--- src/rtl/spi_bus_arbiter_if.sv ---
// Bundle between the config engines, the arbiter and spi_master.
// slave = arbiter side, master = requesters / spi_master side.
interface spi_bus_arbiter_if #(
    parameter int NUM_REQ         = 3,
    parameter int MOSI_DATA_WIDTH = 24,
    parameter int MISO_DATA_WIDTH = 8
);
    logic [NUM_REQ-1:0]                 i_req;
    logic [NUM_REQ-1:0]                 o_gnt;
    logic [NUM_REQ-1:0]                 i_wr_cmd;
    logic [NUM_REQ-1:0]                 i_rd_cmd;
    logic [NUM_REQ*MOSI_DATA_WIDTH-1:0] i_wr_data;
    logic [NUM_REQ-1:0]                 o_busy;
    logic [MISO_DATA_WIDTH:0]           o_rd_data;
    logic [NUM_REQ-1:0]                 o_cs_n;
    logic                               o_spi_wr_cmd;
    logic                               o_spi_rd_cmd;
    logic [MOSI_DATA_WIDTH-1:0]         o_spi_wr_data;
    logic                               i_spi_busy;
    logic                               i_spi_ncs;
    logic [MISO_DATA_WIDTH:0]           i_spi_rd_data;
    logic                               o_cmd_drop;
    logic                               o_timeout;

    modport slave (
        input  i_req, i_wr_cmd, i_rd_cmd, i_wr_data, i_spi_busy, i_spi_ncs, i_spi_rd_data,
        output o_gnt, o_busy, o_rd_data, o_cs_n, o_spi_wr_cmd, o_spi_rd_cmd, o_spi_wr_data,
               o_cmd_drop, o_timeout
    );

    modport master (
        output i_req, i_wr_cmd, i_rd_cmd, i_wr_data, i_spi_busy, i_spi_ncs, i_spi_rd_data,
        input  o_gnt, o_busy, o_rd_data, o_cs_n, o_spi_wr_cmd, o_spi_rd_cmd, o_spi_wr_data,
               o_cmd_drop, o_timeout
    );
endinterface

--- src/rtl/spi_bus_arbiter.sv ---
// Round-robin, session-based owner selection for the shared spi_master.
// The owner's commands pass straight through; everyone else is blocked and
// flagged. A session that overstays TIMEOUT_CYCLES is revoked and masked.
module spi_bus_arbiter #(
    parameter int NUM_REQ         = 3,
    parameter int MOSI_DATA_WIDTH = 24,
    parameter int MISO_DATA_WIDTH = 8,
    parameter int TIMEOUT_CYCLES  = 65535
) (
    input  logic             clk,
    input  logic             rstn,
    spi_bus_arbiter_if.slave bus
);
    localparam int PTR_W = (NUM_REQ > 1) ? $clog2(NUM_REQ) : 1;
    localparam int CNT_W = (TIMEOUT_CYCLES > 1) ? $clog2(TIMEOUT_CYCLES) : 1;
    localparam int RD_W  = MISO_DATA_WIDTH + 1;
    localparam logic [CNT_W-1:0] TO_LAST = CNT_W'((TIMEOUT_CYCLES > 0) ? TIMEOUT_CYCLES - 1 : 0);

    localparam logic [1:0] ST_IDLE  = 2'd0;
    localparam logic [1:0] ST_GRANT = 2'd1;
    localparam logic [1:0] ST_DRAIN = 2'd2;

    logic [1:0]         state_q, state_d;
    logic [NUM_REQ-1:0] gnt_q, gnt_d;
    logic [NUM_REQ-1:0] mask_q, mask_d;
    logic [PTR_W-1:0]   rr_ptr_q, rr_ptr_d;
    logic [CNT_W-1:0]   cnt_q, cnt_d;
    logic               drop_q, drop_d;

    logic [PTR_W-1:0]           g_idx;
    logic [PTR_W-1:0]           nxt_ptr;
    logic [NUM_REQ-1:0]         elig;
    logic [NUM_REQ-1:0]         win_oh;
    logic                       req_g;
    logic                       in_grant;
    logic                       timeout_hit;
    logic [MOSI_DATA_WIDTH-1:0] wr_data;
    logic [RD_W-1:0]            rd_data;

    assign in_grant    = (state_q == ST_GRANT);
    assign req_g       = |(gnt_q & bus.i_req);
    assign elig        = bus.i_req & ~mask_q;
    assign timeout_hit = (TIMEOUT_CYCLES != 0) && in_grant && req_g && (cnt_q == TO_LAST);
    assign nxt_ptr     = (g_idx == PTR_W'(NUM_REQ - 1)) ? '0 : g_idx + PTR_W'(1);

    // Encode the one-hot owner and select its write word.
    always_comb begin
        g_idx   = '0;
        wr_data = '0;
        for (int i = 0; i < NUM_REQ; i++) begin
            if (gnt_q[i]) begin
                g_idx   = PTR_W'(i);
                wr_data = bus.i_wr_data[i*MOSI_DATA_WIDTH +: MOSI_DATA_WIDTH];
            end
        end
    end

    // Round-robin winner: first eligible at or above rr_ptr, else wrap to the lowest.
    always_comb begin
        logic found;
        win_oh = '0;
        found  = 1'b0;
        for (int i = 0; i < NUM_REQ; i++) begin
            if (!found && elig[i] && (PTR_W'(i) >= rr_ptr_q)) begin
                win_oh[i] = 1'b1;
                found     = 1'b1;
            end
        end
        for (int i = 0; i < NUM_REQ; i++) begin
            if (!found && elig[i]) begin
                win_oh[i] = 1'b1;
                found     = 1'b1;
            end
        end
    end

    // Session FSM, timeout counter and masking of revoked requesters.
    always_comb begin
        state_d  = state_q;
        gnt_d    = gnt_q;
        rr_ptr_d = rr_ptr_q;
        cnt_d    = cnt_q;
        // a mask only survives while the requester keeps its request up
        mask_d   = mask_q & bus.i_req;
        case (state_q)
            ST_IDLE: begin
                if (|elig && !bus.i_spi_busy) begin
                    gnt_d   = win_oh;
                    state_d = ST_GRANT;
                    cnt_d   = '0;
                end
            end
            ST_GRANT: begin
                cnt_d = cnt_q + CNT_W'(1);
                if (!req_g) begin
                    rr_ptr_d = nxt_ptr;
                    if (bus.i_spi_busy) begin
                        state_d = ST_DRAIN;
                    end else begin
                        state_d = ST_IDLE;
                        gnt_d   = '0;
                    end
                end else if (timeout_hit) begin
                    rr_ptr_d = nxt_ptr;
                    state_d  = ST_DRAIN;
                    mask_d   = mask_d | gnt_q;
                end
            end
            ST_DRAIN: begin
                if (!bus.i_spi_busy) begin
                    state_d = ST_IDLE;
                    gnt_d   = '0;
                end
            end
            default: begin
                state_d = ST_IDLE;
                gnt_d   = '0;
            end
        endcase
    end

    // Any command that does not reach spi_master is flagged one cycle later;
    // outside GRANT nobody owns the bus, so every command is discarded.
    always_comb begin
        if (in_grant)
            drop_d = |(~gnt_q & (bus.i_wr_cmd | bus.i_rd_cmd)) | |(gnt_q & bus.i_wr_cmd & bus.i_rd_cmd);
        else
            drop_d = |(bus.i_wr_cmd | bus.i_rd_cmd);
    end

    // State registers, all cleared asynchronously.
    always_ff @(posedge clk or negedge rstn) begin
        if (!rstn) begin
            state_q  <= ST_IDLE;
            gnt_q    <= '0;
            mask_q   <= '0;
            rr_ptr_q <= '0;
            cnt_q    <= '0;
            drop_q   <= 1'b0;
        end else begin
            state_q  <= state_d;
            gnt_q    <= gnt_d;
            mask_q   <= mask_d;
            rr_ptr_q <= rr_ptr_d;
            cnt_q    <= cnt_d;
            drop_q   <= drop_d;
        end
    end

    assign rd_data           = bus.i_spi_rd_data;
    assign bus.o_rd_data     = rd_data;
    assign bus.o_gnt         = gnt_q;
    assign bus.o_cs_n        = ~gnt_q | {NUM_REQ{bus.i_spi_ncs}};
    assign bus.o_busy        = ~gnt_q | {NUM_REQ{bus.i_spi_busy | (state_q == ST_DRAIN)}};
    assign bus.o_spi_wr_cmd  = in_grant & |(gnt_q & bus.i_wr_cmd);
    assign bus.o_spi_rd_cmd  = in_grant & |(gnt_q & bus.i_rd_cmd) & ~|(gnt_q & bus.i_wr_cmd);
    assign bus.o_spi_wr_data = wr_data;
    assign bus.o_cmd_drop    = drop_q;
    assign bus.o_timeout     = timeout_hit;
endmodule
--- src/flat_wrapper.sv ---
// flat-port wrapper written by rule: the top's interface ports become plain ports
module spi_bus_arbiter_flat 
#(
    parameter int NUM_REQ         = 3,
    parameter int MOSI_DATA_WIDTH = 24,
    parameter int MISO_DATA_WIDTH = 8,
    parameter int TIMEOUT_CYCLES  = 65535
)
  (clk, rstn, bus_i_req, bus_i_wr_cmd, bus_i_rd_cmd, bus_i_wr_data, bus_i_spi_busy, bus_i_spi_ncs, bus_i_spi_rd_data, bus_o_gnt, bus_o_busy, bus_o_rd_data, bus_o_cs_n, bus_o_spi_wr_cmd, bus_o_spi_rd_cmd, bus_o_spi_wr_data, bus_o_cmd_drop, bus_o_timeout);
  spi_bus_arbiter_if #(.NUM_REQ(NUM_REQ), .MOSI_DATA_WIDTH(MOSI_DATA_WIDTH), .MISO_DATA_WIDTH(MISO_DATA_WIDTH)) bus_i ();
  input  logic clk;
  input  logic rstn;
  input wire logic [$bits(bus_i.i_req)-1:0] bus_i_req;
  input wire logic [$bits(bus_i.i_wr_cmd)-1:0] bus_i_wr_cmd;
  input wire logic [$bits(bus_i.i_rd_cmd)-1:0] bus_i_rd_cmd;
  input wire logic [$bits(bus_i.i_wr_data)-1:0] bus_i_wr_data;
  input wire logic [$bits(bus_i.i_spi_busy)-1:0] bus_i_spi_busy;
  input wire logic [$bits(bus_i.i_spi_ncs)-1:0] bus_i_spi_ncs;
  input wire logic [$bits(bus_i.i_spi_rd_data)-1:0] bus_i_spi_rd_data;
  output wire logic [$bits(bus_i.o_gnt)-1:0] bus_o_gnt;
  output wire logic [$bits(bus_i.o_busy)-1:0] bus_o_busy;
  output wire logic [$bits(bus_i.o_rd_data)-1:0] bus_o_rd_data;
  output wire logic [$bits(bus_i.o_cs_n)-1:0] bus_o_cs_n;
  output wire logic [$bits(bus_i.o_spi_wr_cmd)-1:0] bus_o_spi_wr_cmd;
  output wire logic [$bits(bus_i.o_spi_rd_cmd)-1:0] bus_o_spi_rd_cmd;
  output wire logic [$bits(bus_i.o_spi_wr_data)-1:0] bus_o_spi_wr_data;
  output wire logic [$bits(bus_i.o_cmd_drop)-1:0] bus_o_cmd_drop;
  output wire logic [$bits(bus_i.o_timeout)-1:0] bus_o_timeout;
  assign bus_i.i_req = bus_i_req;
  assign bus_i.i_wr_cmd = bus_i_wr_cmd;
  assign bus_i.i_rd_cmd = bus_i_rd_cmd;
  assign bus_i.i_wr_data = bus_i_wr_data;
  assign bus_i.i_spi_busy = bus_i_spi_busy;
  assign bus_i.i_spi_ncs = bus_i_spi_ncs;
  assign bus_i.i_spi_rd_data = bus_i_spi_rd_data;
  assign bus_o_gnt = bus_i.o_gnt;
  assign bus_o_busy = bus_i.o_busy;
  assign bus_o_rd_data = bus_i.o_rd_data;
  assign bus_o_cs_n = bus_i.o_cs_n;
  assign bus_o_spi_wr_cmd = bus_i.o_spi_wr_cmd;
  assign bus_o_spi_rd_cmd = bus_i.o_spi_rd_cmd;
  assign bus_o_spi_wr_data = bus_i.o_spi_wr_data;
  assign bus_o_cmd_drop = bus_i.o_cmd_drop;
  assign bus_o_timeout = bus_i.o_timeout;
  spi_bus_arbiter #(.NUM_REQ(NUM_REQ), .MOSI_DATA_WIDTH(MOSI_DATA_WIDTH), .MISO_DATA_WIDTH(MISO_DATA_WIDTH), .TIMEOUT_CYCLES(TIMEOUT_CYCLES)) u_core (.clk(clk), .rstn(rstn), .bus(bus_i));
endmodule
--- config.mk ---
export PLATFORM = sky130hd
export DESIGN_NAME = spi_bus_arbiter_flat
export DESIGN_NICKNAME = d
export VERILOG_FILES = /design/src/rtl/spi_bus_arbiter_if.sv /design/src/rtl/spi_bus_arbiter.sv /design/src/flat_wrapper.sv
export SDC_FILE = /design/constraint.sdc
export NUM_CORES = 1
export LEC_CHECK = 0
export ABC_AREA = 1
export BUFFER_PORTS_ARGS = -buffer_cell sky130_fd_sc_hd__buf_2
export CAP_MARGIN = 10
export CORE_MARGIN = 10
export CORE_UTILIZATION = 49
export DETAILED_ROUTE_END_ITERATION = 7
export PLACE_DENSITY = 0.95
export SYNTH_ARGS = -nofsm -noshare
export SYNTH_HDL_FRONTEND = slang
export SYNTH_SLANG_ARGS = --single-unit
--- constraint.sdc ---
create_clock -name clk -period 2.7 [get_ports clk]
set_clock_uncertainty 0.2 [all_clocks]
set_input_delay 0.54 -clock clk [delete_from_list [all_inputs] [get_ports clk]]
set_output_delay 0.54 -clock clk [all_outputs]
set_load 0.1 [all_outputs]
# Word level (Yosys, flattened, before mapping)
# Cells that the tools add are included.
[totals]
reg_bits = 27
elab_cells = 103
inputBits = 94
output_inout_bits = 46
[op_classes]
n_reduce_logical = 31
mux = 34
order_cmp = 3
n_addsub = 2
n_eq_ne = 9
bitwise_logic = 18
[op_table]
columns = ["op", "n"]
rows = [
  ["24-bit 2-to-1 mux", 3],
  ["16-bit case mux with 2 select lines", 1],
  ["3-bit bitwise AND", 7],
  ["3-bit OR reduction", 7],
  ["2-bit 2-to-1 mux", 9],
  ["3-bit 2-to-1 mux", 6],
  ["16-bit by 1-bit adder with 16-bit output (second input constant)", 1],
  ["16-bit equality test (second input constant)", 1],
  ["16-bit 2-to-1 mux", 1],
  ["1-bit 2-to-1 mux", 12],
  ["3-bit bitwise OR", 4],
  ["1-bit logical AND", 11],
  ["3-bit case mux with 3 select lines", 1],
  ["1-bit zero test", 7],
  ["2-bit inequality test (second input constant)", 3],
  ["3-bit NOT", 2],
  ["2-bit case mux with 3 select lines", 1],
  ["2-bit AND reduction", 3],
  ["2-bit equality test (second input constant)", 2],
  ["1-bit by 2-bit greater-or-equal comparator with 1-bit output (first input constant)", 2],
  ["1-bit bitwise AND", 3],
  ["3-bit inequality test (second input constant)", 1],
  ["3-bit AND reduction", 1],
  ["2-bit by 1-bit adder with 2-bit output (second input constant)", 1],
  ["other kinds (6)", 7],
]

# Longest topological paths before layout
[depth]
ltp_word = 23
mapped_depth = 9

# Least setup slack after synthesis
# Ideal clock, no wire load.
[synth_timing]
path_type = "reg-to-output"
from = "reg u_core.gnt_q[2] (netlist: u_core.bus.o_gnt[2])"
to = "out bus_o_spi_rd_cmd"
slack_ns = -1.902
arrival_ns = 3.862
path_stages_with_launch = 4
cell_sequence = "dfrtp_1 buf_2 nand2_1 a311oi_1"
[synth_via]
elab_chain_len = 4
word_cells_on_any_way = 7
[synth_rtl]
columns = ["element", "line_no", "source"]
rows = [
  ["from (decl)", "spi_bus_arbiter.sv:24", "logic [NUM_REQ-1:0] gnt_q, gnt_d;"],
  ["from (signal assigned)", "spi_bus_arbiter.sv:142", "gnt_q <= gnt_d;"],
  ["3-bit bitwise AND", "spi_bus_arbiter.sv:156", "assign bus.o_spi_rd_cmd = in_grant & |(gnt_q & bus.i_rd_cmd) & ~|(gnt_q & bus.i_wr_cmd);"],
  ["3-bit OR reduction", "spi_bus_arbiter.sv:156", ""],
  ["1-bit bitwise AND / 1-bit zero test (equally long branches)", "spi_bus_arbiter.sv:156", ""],
  ["1-bit bitwise AND *", "spi_bus_arbiter.sv:156", ""],
  ["to (decl)", "flat_wrapper.sv:25", "output wire logic [$bits(bus_i.o_spi_rd_cmd)-1:0] bus_o_spi_rd_cmd;"],
]
# Mark *: on every way between the ends. The rest lies on a longest branch, timed or not.

# Worst setup path after layout
[layout_timing]
from = "reg u_core.gnt_q[2] (netlist: u_core.bus.o_gnt[2])"
to = "out bus_o_spi_wr_data[23]"
[layout_via]
elab_chain_len = 1
[layout_rtl]
columns = ["element", "line_no", "source"]
rows = [
  ["24-bit 2-to-1 mux", "spi_bus_arbiter.sv:51", "if (gnt_q[i]) begin"],
  ["to (decl)", "flat_wrapper.sv:26", "output wire logic [$bits(bus_i.o_spi_wr_data)-1:0] bus_o_spi_wr_data;"],
]
# No other way between the ends.

==> flow_summary.json <==
{
  "startpoint": "u_core.bus.o_gnt[2]",
  "crit-reg2reg-capture": "u_core.cnt_q[12]",
  "clk_path_buf_depth": 2,
  "cts_resized": 0,
  "place_congestion": 0.893,
  "fin_setup_tns_ns": 0,
  "grt_max_degree": 35,
  "syn_nets": 499,
  "cts-buffers-inserted": 3,
  "synth_simple_gate_area_frac": 0.500,
  "hpwl_microns": 7970,
  "clk_latency_ns": 0.29,
  "portBuffers": 121,
  "ir_drop_mv": 0.776,
  "area_delta_synth_final_pct": 45.9,
  "drtIter0Drc": 323,
  "final_core_util": 0.753,
  "cp.arrival_ns": 1.83,
  "syn_area_per_cell_sq_um": 6.25,
  "ys_types": 30,
  "vias": 3173,
  "synthAdderAreaFrac": 0.0250,
  "grt_busiest_layer": "met2",
  "rows": 25,
  "wl_microns": 9740,
  "multiInputGateArea_sq_um": 1680,
  "use_met2": 0.404,
  "met3_usage": 0.0560,
  "grt_util_met1": 0.232,
  "relSlewSlack": 0.609,
  "synth_area_sq_um": 2500,
  "htreeDepth": 1,
  "nNetsFinal": 605,
  "clk_pin_slew_ns": 0.10,
  "synth_top_family_by_area": "simple AND/OR/NAND/NOR gates",
  "first_pass_iters": 6,
  "final_common_cell": "nand2_1",
  "synth-xor-area-share": 0.0140,
  "ys_seq_area_frac": 0.270,
  "grt_pass1_vias": 2973,
  "tightestPinTransition_ns": 0.586,
  "io_pins": 140,
  "final_antenna_net_count": 0,
  "reg2regPathDepth": 8,
  "regArea_sq_um": 687,
  "die_y_microns": 91.4,
  "initial_core_util": 0.516,
  "hp-class": "in -> async",
  "cts_hold_buffers": 0,
  "grt_use_total": 0.219,
  "hold_violations": 0,
  "fin_crit_sh": 0.952,
  "fillerInstances": 319,
  "wl_per_cell_microns": 17.0,
  "outcome": "complete, no violations",
  "cts-root-buf": "clkbuf_8",
  "powerDensity_nw_per_um2": 1250,
  "cp_max_fo": 34,
  "slew_violations": 0,
  "drc": 0,
  "layout_common_cells": "152 x nand2_1, 95 x buf_2, 46 x nand3_1",
  "post_cts_buffers": 0,
  "grt_setup_unrepaired": "false",
  "yosys_register_bits": 27,
  "critPathLaunchType": "flip-flop",
  "synth_compound_area_frac": 0.0750,
  "fp.coreArea_sq_um": 4850,
  "drive_gt1_frac": 0.378,
  "gr-total-overflow": 0,
  "cts_num_sinks": 27,
  "antenna_found_initial": 0,
  "grt_pass1_wl_microns": 15200,
  "fp.dieArea_sq_um": 8360,
  "rrSetupSlack_ns": 0.66,
  "netlist_instances": 400,
  "cap_violations": 0,
  "rr_startpoint": "u_core.state_q[1]",
  "setup_viol_count_final": 0,
  "period_needed_ns": 2.57,
  "crit_required_ns": 1.96,
  "die_x_microns": 91.4,
  "worstSetupPathType": "reg -> out",
  "synthMuxAreaShare": 0,
  "antenna_cells": 0,
  "yosysWarnings": 0,
  "cts_tree": "done",
  "fmax_mhz": 389,
  "leakage_uw": 0.00188,
  "endpoint_kind": "primary output",
  "worstSetupEndpoint": "bus_o_spi_wr_data[23]",
  "viasPerCell": 5.55
}
## final cells by class
type	count	share of cell area
clock buffer	3	0.0113
clock inverter	1	0.00206
inverter	34	0.0350
multi-input combinational	315	0.459
sequential	27	0.188
tap	67	0.0230
timing repair buffer	125	0.281
## stage by stage
| step | worst slack [ns] | instance area [sq um] | cells | hold WS [ns] | power, uW |
|---|---|---|---|---|---|
| 2_1_floorplan | 0.0315 | 2650 | 400 | 0.0444 | 3190 |
| 3_3_place_gp | 0.504 | 3600 | 568 | 0.280 | 4230 |
| 3_5_place_dp | 0.456 | 3600 | 568 | 0.282 | 4310 |
| 4_1_cts | 0.130 | 3650 | 572 | 0.0702 | 4550 |
| 5_1_grt | 0.0458 | 3650 | 572 | 0.0960 | 4730 |
| 6_report | 0.131 | 3650 | 572 | 0.0398 | 4540 |
## worst min path at each step
stage / cells after the start / slack [ns] / from / endpoint
after detailed placement: 2 / 0.28 / u_core.rr_ptr_q[1] / u_core.rr_ptr_q[1]
after floorplan: 0 / 0.04 / rstn / u_core.bus.o_cmd_drop
after global placement: 2 / 0.28 / u_core.mask_q[1] / u_core.mask_q[1]
after CTS: 1 / 0.07 / rstn / u_core.cnt_q[11]
final: 1 / 0.04 / rstn / u_core.cnt_q[11]
after global routing: 1 / 0.1 / rstn / u_core.cnt_q[3]
## critical path, cell delays in order (launching register included)
cell,delay (ns)
dfrtp_4,0.66
nor2_2,0.16
buf_4,0.28
nand3_1,0.15
nand3_2,0.11
buf_12,0.18
## metal layers
metal,routed length [microns],vias to the layer above
met1,3440,1463
met4,343,0
met2,5030,174
met5,0,-
met3,926,31
li1,-,1505
## cells in the mapped netlist
library cell	n	area share
o21ai_2	6	0.021
a311oi_1	1	0.0035
dfrtp_1	27	0.27
clkbuf_8	1	0.0055
a31o_2	1	0.0035
a22o_1	1	0.0035
nand4_1	10	0.025
xor2_1	4	0.014
ha_1	5	0.025
o22ai_1	5	0.013
o21ai_1	6	0.012
buf_6	1	0.0045
clkinv_1	1	0.0015
nand3_1	70	0.14
buf_2	5	0.010
nand3_2	6	0.024
inv_2	3	0.0045
inv_1	30	0.045
o21bai_1	3	0.0090
clkbuf_1	4	0.0060
o21ai_0	4	0.0080
nor3_2	1	0.0040
a21oi_1	1	0.0020
nand2_2	6	0.015
buf_4	13	0.039
nor2_4	2	0.0090
nor2_1	23	0.035
nor2_2	5	0.013
nand2_1	152	0.23
or2_2	3	0.0075
## power by group
part           internal, uW  switching [uW]
Clock                   105             142
Sequential              477             169
Combinational          1100            2550
## flip-flops by register name, summed over array words and instances, names as in the netlist
name	flops
u_core.mask_q	3
u_core.state_q	2
u_core.rr_ptr_q	2
u_core.bus.o_gnt	3
u_core.bus.o_cmd_drop	1
u_core.cnt_q	16
## logic make-up after synthesis
logic type | after synthesis
DFF | 27
adders and majority gates | 5
buffers and inverters | 58
xor gates and xnor gates | 4
AOI/OAI and AO/OA | 28
and+or+nand+nor | 278
No activity file was read; power rests on OpenSTA's default activity.
